[src/rtl/exp_vector_scan.sv]
// -----------------------------------------------------------------------------
// exp_vector_scan
//
// Walks a 3-bit test vector {a,b,c} through 000..111 into a downstream
// combinational stage, waits SETTLE_CYCLES clocks per vector for the stage to
// settle, samples its answer y_in, and assembles the 8-entry truth table in
// tbl. At the end of a scan the captured table is compared against EXP_TABLE.
//
// Parameters
//   SETTLE_CYCLES : cycles {a,b,c} is held before y_in is sampled (0..15)
//   EXP_TABLE     : expected truth table, bit i = expected y for {a,b,c}=i
//
// Ports
//   clk      in   rising-edge clock
//   rst_n    in   asynchronous active-low reset
//   start    in   request a scan (only honoured while idle)
//   y_in     in   downstream result, sampled in the same cycle it is used
//   a,b,c    out  vector to the downstream stage (a = MSB)
//   busy     out  high while a scan is in progress
//   done     out  one-cycle pulse at the end of each scan
//   tbl      out  captured truth table
//   mismatch out  tbl != EXP_TABLE, valid from done onward
//   scan_cnt out  completed scans, saturating at 255
//
// Build option
//   EXP_SCAN_LOOP_EN : when defined, a scan restarts immediately after DONE
//                      and keeps looping until rst_n is asserted.
// -----------------------------------------------------------------------------
module exp_vector_scan #(
    parameter int         SETTLE_CYCLES = 2,
    parameter logic [7:0] EXP_TABLE     = 8'h00
) (
    input  logic       clk,
    input  logic       rst_n,
    input  logic       start,
    input  logic       y_in,
    output logic       a,
    output logic       b,
    output logic       c,
    output logic       busy,
    output logic       done,
    output logic [7:0] tbl,
    output logic       mismatch,
    output logic [7:0] scan_cnt
);

    typedef enum logic [1:0] {
        IDLE   = 2'd0,
        SETTLE = 2'd1,
        SAMPLE = 2'd2,
        DONE   = 2'd3
    } state_t;

    // With no settle time a vector is sampled in the very cycle it is first
    // driven, so SETTLE is bypassed entirely to keep one cycle per vector.
    localparam state_t     VEC_ENTRY   = (SETTLE_CYCLES == 0) ? SAMPLE : SETTLE;
    // The settle counter counts down to zero, so it is loaded with N-1.
    localparam logic [3:0] SETTLE_LOAD = (SETTLE_CYCLES == 0) ? 4'd0
                                                              : 4'(SETTLE_CYCLES - 1);

    state_t     state_q,    state_d;
    logic [2:0] idx_q,      idx_d;
    logic [3:0] cnt_q,      cnt_d;
    logic [7:0] tbl_q,      tbl_d;
    logic       mism_q,     mism_d;
    logic [7:0] scan_cnt_q, scan_cnt_d;

    always_ff @(posedge clk or negedge rst_n) begin
        if (!rst_n) begin
            state_q    <= IDLE;
            idx_q      <= 3'd0;
            cnt_q      <= 4'd0;
            tbl_q      <= 8'h00;
            mism_q     <= 1'b0;
            scan_cnt_q <= 8'd0;
        end else begin
            state_q    <= state_d;
            idx_q      <= idx_d;
            cnt_q      <= cnt_d;
            tbl_q      <= tbl_d;
            mism_q     <= mism_d;
            scan_cnt_q <= scan_cnt_d;
        end
    end

    always_comb begin
        state_d    = state_q;
        idx_d      = idx_q;
        cnt_d      = cnt_q;
        tbl_d      = tbl_q;
        mism_d     = mism_q;
        scan_cnt_d = scan_cnt_q;

        case (state_q)
            IDLE: begin
                if (start) begin
                    state_d = VEC_ENTRY;
                    idx_d   = 3'd0;
                    cnt_d   = SETTLE_LOAD;
                    tbl_d   = 8'h00;
                    mism_d  = 1'b0;
                end
            end

            SETTLE: begin
                if (cnt_q == 4'd0) begin
                    state_d = SAMPLE;
                end else begin
                    cnt_d = cnt_q - 4'd1;
                end
            end

            SAMPLE: begin
                tbl_d[idx_q] = y_in;
                if (idx_q == 3'd7) begin
                    state_d = DONE;
                    // Compare against the table including the bit written
                    // now, so mismatch is already valid while done is high.
                    mism_d  = (tbl_d != EXP_TABLE);
                end else begin
                    idx_d   = idx_q + 3'd1;
                    cnt_d   = SETTLE_LOAD;
                    state_d = VEC_ENTRY;
                end
            end

            DONE: begin
                if (scan_cnt_q != 8'd255) begin
                    scan_cnt_d = scan_cnt_q + 8'd1;
                end
`ifdef EXP_SCAN_LOOP_EN
                state_d = VEC_ENTRY;
                idx_d   = 3'd0;
                cnt_d   = SETTLE_LOAD;
                tbl_d   = 8'h00;
`else
                state_d = IDLE;
`endif
            end

            default: begin
                state_d = IDLE;
            end
        endcase
    end

    // Outputs are decoded from registered state so reset clears them
    // immediately, without waiting for a clock edge.
    assign busy      = (state_q == SETTLE) || (state_q == SAMPLE);
    assign done      = (state_q == DONE);
    assign {a, b, c} = busy ? idx_q : 3'b000;
    assign tbl       = tbl_q;
    assign mismatch  = mism_q;
    assign scan_cnt  = scan_cnt_q;

endmodule

[config.mk]
export PLATFORM = sky130hd
export DESIGN_NAME = exp_vector_scan
export DESIGN_NICKNAME = d
export VERILOG_FILES = /design/src/rtl/exp_vector_scan.sv
export SDC_FILE = /design/constraint.sdc
export NUM_CORES = 1
export LEC_CHECK = 0
export ABC_AREA = 1
export BUFFER_PORTS_ARGS = -buffer_cell sky130_fd_sc_hd__clkbuf_2
export CAP_MARGIN = 20
export CORE_ASPECT_RATIO = 0.6
export CORE_MARGIN = 10
export CORE_UTILIZATION = 40
export CTS_CLUSTER_DIAMETER = 60
export DETAILED_ROUTE_END_ITERATION = 6
export MAX_ROUTING_LAYER = met4
export PLACE_DENSITY = 0.57
export SETUP_SLACK_MARGIN = 0.4
export SLEW_MARGIN = 0
export SYNTH_ARGS = -nofsm -noshare
export SYNTH_HDL_FRONTEND = slang
export SYNTH_SLANG_ARGS = --single-unit
export TNS_END_PERCENT = 50
[constraint.sdc]
create_clock -name clk -period 1.7 [get_ports clk]
set_input_delay 0.17 -clock clk [delete_from_list [all_inputs] [get_ports clk]]
set_output_delay 0.17 -clock clk [all_outputs]
set_load 0.05 [all_outputs]
## Word level (Yosys, flattened, before mapping)

Cells that the tools add are included.

- Word-level logic and storage cells: 54
- Output and inout bits: 22
- Input bits: 4
- Register bits after elaboration: 26

- Order comparisons: 2
- Equality and inequality tests: 10
- Reductions and logical operators: 13
- Mux-type cells: 20
- Add/subtract/negate cells: 3

Operator list:

| kind | number |
|---|---|
| $pmux 8 s2 | 1 |
| $mux 4 | 3 |
| $pmux 4 s3 | 1 |
| $ne 2x2->1 const B | 5 |
| $mux 3 | 3 |
| $add 8x1->8 const B | 1 |
| $bwmux 8 | 1 |
| $mux 8 | 1 |
| $ne 8x8->1 const B | 1 |
| $pmux 2 s4 | 1 |
| $reduce_bool 8->1 | 1 |
| $mux 2 | 3 |
| $pmux 3 s2 | 1 |
| $reduce_and 2->1 | 3 |
| $reduce_and 3->1 | 2 |
| $eq 2x2->1 const B | 2 |
| $logic_not 4->1 | 1 |
| $lt 3x4->1 const B | 1 |
| $reduce_and 4->1 | 1 |
| $sub 4x1->4 const B | 1 |
| $add 3x1->3 const B | 1 |
| $demux 1 s3 | 1 |
| $eq 3x3->1 const B | 1 |
| $ge 3x1->1 const B | 1 |
| other kinds (8) | 10 |

## Longest topological paths before layout

Gate-level depths: netlist (run 1).

- Word-level depth: 8
- Depth in mapped cells: 10
- Gate-level depth less buffers: 9

## Least setup slack after synthesis (run 1)

OpenSTA, ideal clock, no wires.

- Kind: flip-flop to flip-flop
- Start point: reg scan_cnt_q[0] (netlist: scan_cnt[0])
- End point: reg scan_cnt_q[5] (netlist: scan_cnt[5])
- Arrival time: 1.615 ns
- Clock period less this slack: 1.735 ns
- Required time: 1.580 ns
- Stages on the path, launching flop included: 9
- Path slack: -0.035 ns
- Path buffers: 0
- Cells stage by stage: dfrtp_1 -> ha_1 -> nand3_1 -> nor2_2 -> nand3_2 -> nand2_4 -> nor2_1 -> nand3_1 -> nand2_1

- Longest elaborated chain between the ends: 2
- Elaborated cells between the ends (all ways): 3

Ends and longest elaborated chain:

| element | RTL line | text |
|---|---|---|
| from (decl) | 66 | `logic [7:0] scan_cnt_q, scan_cnt_d;` |
| from (signal assigned) | 82 | `scan_cnt_q <= scan_cnt_d;` |
| branches (longest 2 deep; another with $add 8x1->8) | n/a |  |

Several ways; the timed one is not identified.
A chain may end at the register's enable or synchronous reset.

## Worst setup path after layout (run 1)

- Start point: reg state_q[1]
- End point: out b

- Longest elaborated chain between the ends: 3
- Elaborated cells between the ends (all ways): 4

Ends and longest elaborated chain:

| element | RTL line | text |
|---|---|---|
| from (decl) | 61 | `state_t state_q, state_d;` |
| from (signal assigned) | 77 | `state_q <= state_d;` |
| $eq 2x1->1 / $eq 2x2->1 (equally long branches) | 149 | `assign busy = (state_q == SETTLE) \|\| (state_q == SAMPLE);` |
| $logic_or 1x1->1 * | 149 |  |
| $mux 3 * | 151 | `assign {a, b, c} = busy ? idx_q : 3'b000;` |
| to (decl) | 38 | `output logic b,` |

Mark *: on every way between the ends. The rest lies on a longest branch, timed or not.

==> flow_metrics.env, run 1 <==
export IMPL_switching_share_pct=49.86
export IMPL_antenna_found_initial=0
export IMPL_worstMarginPinSlew_ns=0.6615
export IMPL_ys_types=27
export IMPL_clkPwrFrac_pct=10.5
export IMPL_drv_slew=0
export IMPL_wire_per_inst_um=13.71
export IMPL_reg2reg_from="idx_q[0]$_DFFE_PN0P_"
export IMPL_dr_pass1_iters=4
export IMPL_worstSetupPathType="flop to output pin"
export IMPL_gr_total_overflow=0
export IMPL_p_switching_mw=2.500
export IMPL_setup_viol=0
export IMPL_num_io_pins=26
export IMPL_syn_cell_area_um2=1583
export IMPL_drt_iter0_drc=53
export IMPL_ys_flop_type="dfrtp_1"
export IMPL_startpoint="state_q[1]$_DFFE_PN0P_"
export IMPL_async_flop_share_pct=100.0
export IMPL_rr_worst_depth=10
export IMPL_numCtsBuffers=3
export IMPL_crit_path_max_fanout=4
export IMPL_crit_chain="inv_2 -> ha_4 -> nand2_4 -> clkinvlp_4 -> clkbuf_16"
export IMPL_io_buffers=25
export IMPL_placed_cells=279
export IMPL_grt_pass1_wl_mm=6.775
export IMPL_end_kind="output pin"
export IMPL_reg2reg_slack_ns=0.26
export IMPL_p_comb_share_pct=68.9
export IMPL_max_freq_mhz=648.7
export IMPL_viasPerCell=4.889
export IMPL_cts_tree="done"
export IMPL_yosysTopAreaCell="dfrtp_1"
export IMPL_intPower_mw=2.514
export IMPL_hold_path_class="primary input to flop"
export IMPL_rsz0062_at_grt="true"
export IMPL_crit_end="b"
export IMPL_yosysSeqAreaShare_pct=41.11
export IMPL_ys_ff_latch=26
export IMPL_yosys_top_cells_area="dfrtp_1, nand2_1, ha_1, nand3_1, inv_1"
export IMPL_root_buffer="clkbuf_8"
export IMPL_area_delta_synth_final_pct=48.30
export IMPL_grtUsageTotal_pct=12.59
export IMPL_grt_max_degree=27
export IMPL_final_cells=305
export IMPL_clkSinkCount=26
export IMPL_max_cap_viol_count=0
export IMPL_netlist_instances=206
export IMPL_ir_drop_mv=1.276
export IMPL_dieArea_um2=6956
export IMPL_final_nets=274
export IMPL_clk_latency_ns=0.28
export IMPL_drc=0
export IMPL_die_y_um=68.73
export IMPL_ant_nets=0
export IMPL_hpwl_mm=2.818
export IMPL_synth_top_area_share_pct=41.11
export IMPL_p_seq_share_pct=20.6
export IMPL_worst_ep_arrival_time_ns=1.37
export IMPL_hold_viol_final=0
export IMPL_startpoint_type="flop"
export IMPL_rows=17
export IMPL_final_layout_size_suffix_gt1_share_pct=43.02
export IMPL_yosys_warnings=0
export IMPL_synth_common_cells="nand2_1, dfrtp_1, inv_1, nand3_1, o21ai_1"
export IMPL_crit_family="flip-flops"
export IMPL_skew_ns=0.002386
export IMPL_r2r_end="mismatch$_DFFE_PN0P_"
export IMPL_post_route_period_util_pct=90.68
export IMPL_clk_pin_slew_ns=0.09
export IMPL_synth_most_common_cell="nand2_1"
export IMPL_finalCriticalPeriod_ns=1.541
export IMPL_leakage_nw=1.132
export IMPL_clockBufferDepth=2
export IMPL_diodes=0
export IMPL_synth_enable_flop_cells=0
export IMPL_worstSetupPathDepth=5
export IMPL_totalWireLength_mm=4.183
export IMPL_synth_net_count=221
export IMPL_regArea_um2=656.9
export IMPL_cellPowerDensity_nw_per_um2=2136
export IMPL_setup_tns_ns=0
export IMPL_ctsHtreeMaxLevel=1
export IMPL_vias=1491
export IMPL_crit_slowest_cell="dfrtp_1"
export IMPL_dieWidth_um=101.2
export IMPL_first_global_vias=1394
export IMPL_maxSlewHeadroom_pct=55.90
export IMPL_multi_input_area_um2=991.0
export IMPL_gp_congestion=0.8225
export IMPL_cp_required_ns=1.53
export IMPL_start_util_pct=42.28
export IMPL_fill_cells=327
export IMPL_outcome="complete, no violations"
export IMPL_core_area_um2=3744
export IMPL_slowest_delay_ns=0.41
export IMPL_syn_area_per_cell_um2=7.683
export IMPL_crit_buf_inv=3
==> cell families (layout without fill, tap and decap cells) <==
| kind of cell | after synthesis | after routing | share of synthesized area (%) |
|---|---|---|---|
| compound gates | 25 | 25 | 8.933 |
| xor+xnor | 4 | 4 | 2.214 |
| fa+ha+maj | 11 | 11 | 8.696 |
| buf+inv | 36 | 88 | 9.487 |
| flops | 26 | 26 | 41.11 |
| simple gates | 104 | 104 | 29.57 |
==> state kept, by name, summed over array words and instances (netlist names) <==
signal	flops
mismatch	1
tbl	8
scan_cnt	8
idx_q	3
state_q	2
cnt_q	4
==> per-stage QoR <==
stage               hold slack [ns]  util [%]  worst slack [ns]  power [mW]  area [µm²]
floorplan                   -0.1256         -            0.2250       3.005        1669
global placement             0.2330     49.67            0.1557       3.507        1859
detailed placement           0.2419     49.67            0.1215       3.554        1859
CTS                          0.2990     56.99            0.1649       4.526        2133
global route                 0.3462     62.70            0.1059       5.405        2347
finish                       0.3138     62.70            0.1585       5.015        2347
==> worst min path at each step <==
stage | depth (start not counted) | start | endpoint
after floorplan | 0 | rst_n | cnt_q[0]$_DFFE_PN0P_
after global placement | 1 | rst_n | tbl[5]$_DFFE_PN0P_
after detailed placement | 1 | rst_n | scan_cnt[5]$_DFFE_PN0P_
after CTS | 5 | y_in | tbl[6]$_DFFE_PN0P_
after global routing | 5 | y_in | tbl[6]$_DFFE_PN0P_
final | 5 | y_in | tbl[6]$_DFFE_PN0P_
==> routing by layer <==
layer	share of wire [%]	vias up	global-route usage (%)
met5	0	-	-
met4	1.1	0	2.941
met3	3.8	9	3.075
met2	45	34	18.06
met1	50	679	17.39
li1	-	769	-
==> tightest hold or removal path, delay by kind of cell <==
family | cells | cell delay, ns
simple gates | 2 | 0.14
buf+inv | 2 | 0.15
compound gates | 1 | 0.08
==> power groups by stage <==
stage	Clock, mW	Sequential, mW	Combinational (mW)
floorplan	0	1.42	1.58
global placement	0	1.03	2.48
detailed placement	0	1.04	2.51
CTS	0.548	1.03	2.95
global route	0.577	1.07	3.76
finish	0.526	1.03	3.45
==> cell usage in the layout (no fill, tap or decap), types with 2 or more instances in the layout <==
cell type / Yosys / layout
a21oi_4: 0 / 2
buf_4: 1 / 16
buf_6: 1 / 9
buf_8: 0 / 2
clkbuf_16: 0 / 2
clkbuf_2: 0 / 20
clkbuf_8: 0 / 3
clkinvlp_4: 0 / 3
dfrtp_1: 26 / 21
dfrtp_2: 0 / 5
ha_1: 11 / 3
ha_2: 0 / 2
ha_4: 0 / 6
inv_1: 25 / 17
inv_2: 7 / 8
inv_4: 1 / 4
nand2_1: 59 / 51
nand2_2: 0 / 4
nand2_4: 2 / 6
nand3_1: 19 / 16
nand3_2: 1 / 3
nand4_1: 5 / 5
nor2_1: 9 / 7
nor2_2: 4 / 3
nor2_4: 0 / 3
o21ai_1: 12 / 11
o21ai_2: 0 / 2
o22ai_1: 8 / 7
xnor2_1: 3 / 3
==> what timing repair did <==
action                                 CTS  global route
resized for setup                       33            31
buffers inserted                         7            14
hold buffers                             1             0
endpoints found under the hold margin   26             0
pin swaps                                4            14
setup endpoints to repair               29            31
==> layout make-up <==
cell class / instances / area share [%]
multi-input cells: 144 / 42.22
flip-flops and latches: 26 / 27.99
repair buffers: 51 / 17.86
inverters: 33 / 6.397
well taps: 47 / 2.505
clock buffers: 3 / 1.759
clock inverters: 1 / 1.279
Power figures use the tool's default switching activity.
==> inputs of run 2 (changes only) <==
==> constraint.sdc (replaced) <==
create_clock -name clk -period 1.7 [get_ports clk]
set_input_delay 0.34 -clock clk [delete_from_list [all_inputs] [get_ports clk]]
set_output_delay 0.34 -clock clk [all_outputs]
set_load 0.05 [all_outputs]
==> run 2 against run 1 <==
- first-iteration DRC count increased to 3.4 times the previous value
- clock power fell by 21%
- cell count shrank 1.6%
- setup slack worse by 0.11 ns
- sequential power about the same
- worst hold slack worse by 0.28 ns
- routed wire length increased by 5.9%
- count of clock-buffer cells in the layout is 1 higher
- clock skew increased by 0.014 ns
- highest routed layer unchanged
==> flow_metrics.env, run 2 (synthesis gave the netlist of run 1 again) <==
export IMPL_clkSinkCount=26
export IMPL_dieArea_um2=6956
export IMPL_clockBufferDepth=2
export IMPL_leakage_nw=1.082
export IMPL_dieWidth_um=101.2
export IMPL_max_freq_mhz=605.5
export IMPL_vias=1490
export IMPL_finalCriticalPeriod_ns=1.651
export IMPL_final_common_cell="nand2_1"
export IMPL_rows=17
export IMPL_rsz0062_at_grt="true"
export IMPL_hold_viol_final=0
export IMPL_core_area_um2=3744
export IMPL_maxSlewHeadroom_pct=76.32
export IMPL_r2r_end="cnt_q[2]$_DFFE_PN0P_"
export IMPL_skew_ns=0.01688
export IMPL_rr_worst_depth=10
export IMPL_diodes=0
export IMPL_outcome="complete, no violations"
export IMPL_most_common_layout_cells="nand2_1, dfrtp_1, clkbuf_2"
export IMPL_drv_slew=0
export IMPL_die_y_um=68.73
export IMPL_cts_hold_buf=0
export IMPL_post_route_period_util_pct=97.14
export IMPL_end_kind="output pin"
export IMPL_worstSetupPathType="flop to output pin"
export IMPL_routedLengthMet1_mm=2.196
export IMPL_final_nets=269
export IMPL_setup_viol=0
export IMPL_dr_max_layer_used="met4"
export IMPL_antenna_found_initial=0
export IMPL_totalWireLength_mm=4.431
export IMPL_num_io_pins=26
export IMPL_cp_required_ns=1.36
export IMPL_grt_pass1_wl_mm=6.920
export IMPL_grtUsageTotal_pct=13.06
export IMPL_start_util_pct=42.28
export IMPL_viasPerCell=4.967
export IMPL_startpoint_type="flop"
export IMPL_met3_length_um=189
export IMPL_dr_pass1_iters=4
export IMPL_gp_congestion=0.8050
export IMPL_clk_pin_slew_ns=0.10
export IMPL_max_cap_viol_count=0
export IMPL_drc=0
export IMPL_total_power_mw=5.103
export IMPL_crit_path_max_fanout=4
export IMPL_startpoint="state_q[1]$_DFFE_PN0P_"
export IMPL_reg2reg_from="state_q[0]$_DFFE_PN0P_"
export IMPL_io_buffers=25
export IMPL_worstMarginPinSlew_ns=0.3551
export IMPL_ant_nets=0
export IMPL_ir_drop_mv=1.201
export IMPL_routed_wl_met2_mm=2.013
export IMPL_clk_latency_ns=0.28
export IMPL_area_delta_synth_final_pct=47.91
export IMPL_grt_max_degree=27
export IMPL_wire_per_inst_um=14.77
export IMPL_drt_iter0_drc=181
export IMPL_cts_tree="done"
export IMPL_root_buffer="clkbuf_8"
export IMPL_first_global_vias=1384
export IMPL_reg2reg_slack_ns=0.18
export IMPL_gr_total_overflow=0
export IMPL_numCtsBuffers=3
export IMPL_hold_path_class="primary input to async pin"
export IMPL_worst_ep_arrival_time_ns=1.31
export IMPL_hpwl_mm=2.751
export IMPL_whs_ns=0.03780
export IMPL_cellPowerDensity_nw_per_um2=2180
export IMPL_final_layout_size_suffix_gt1_share_pct=46.64
export IMPL_ctsHtreeMaxLevel=1
run 2: cell count changes in the layout (fill, tap and decap cells not counted), moves of 3 or more:
cell,change
o22ai_1,-7
o22ai_2,+6
buf_6,-4
nand2_4,-3
nand3_1,-3
nand3_2,+3
run 2: power by group:
| group | switching, mW | internal (mW) |
|---|---|---|
| Clock | 0.210 | 0.208 |
| Combinational | 2.23 | 1.44 |
| Sequential | 0.182 | 0.833 |
run 2: metrics by stage:
step | cell area, µm² | utilization (%) | std cells | TNS (ns) | setup WS (ns)
after global routing | 2341 | 62.53 | 300 | -0.01003 | -0.01003
after global placement | 1862 | 49.73 | 281 | 0 | 0.1674
after detailed placement | 1862 | 49.73 | 281 | 0 | 0.1610
final | 2341 | 62.53 | 300 | 0 | 0.04860
after CTS | 2206 | 58.92 | 294 | 0 | 0.03335
after floorplan | 1657 | - | 206 | 0 | 0.2251
run 2: worst max path at each step:
stage	endpoint	slack, ns
CTS	a	0.03
finish	c	0.05
floorplan	scan_cnt[2]$_DFFE_PN0P_	0.23
global placement	b	0.17
global route	c	-0.01
detailed placement	a	0.16
run 2: worst max-delay path, stage by stage (launching register included):
cell and delay [ns]:
dfrtp_1 0.40, inv_2 0.09, ha_4 0.23, nand2_2 0.08, clkinvlp_4 0.09, buf_8 0.15
run 2: final cells by class:
type,instances,area (µm²)
flip-flops and latches,26,658.1
clock buffers,4,55.05
well taps,47,58.81
repair buffers,45,380.4
multi-input cells,144,1033
inverters,33,147.6
repair inverters,1,7.507
fillers,329,1403
run 2: timing repair:
item                                    in CTS  in global routing
setup buffers                                8                  6
endpoints found under the setup margin      37                 45
pin swaps                                    9                  8
gates resized for setup                     51                 23
cloned                                       1                  0
run 2: routing by layer:
metal | vias up | GRT usage (%)
li1 | 757 | -
met1 | 694 | 17.42
met2 | 35 | 19.64
met3 | 4 | 3.274
met4 | 0 | 2.768
met5 | - | -
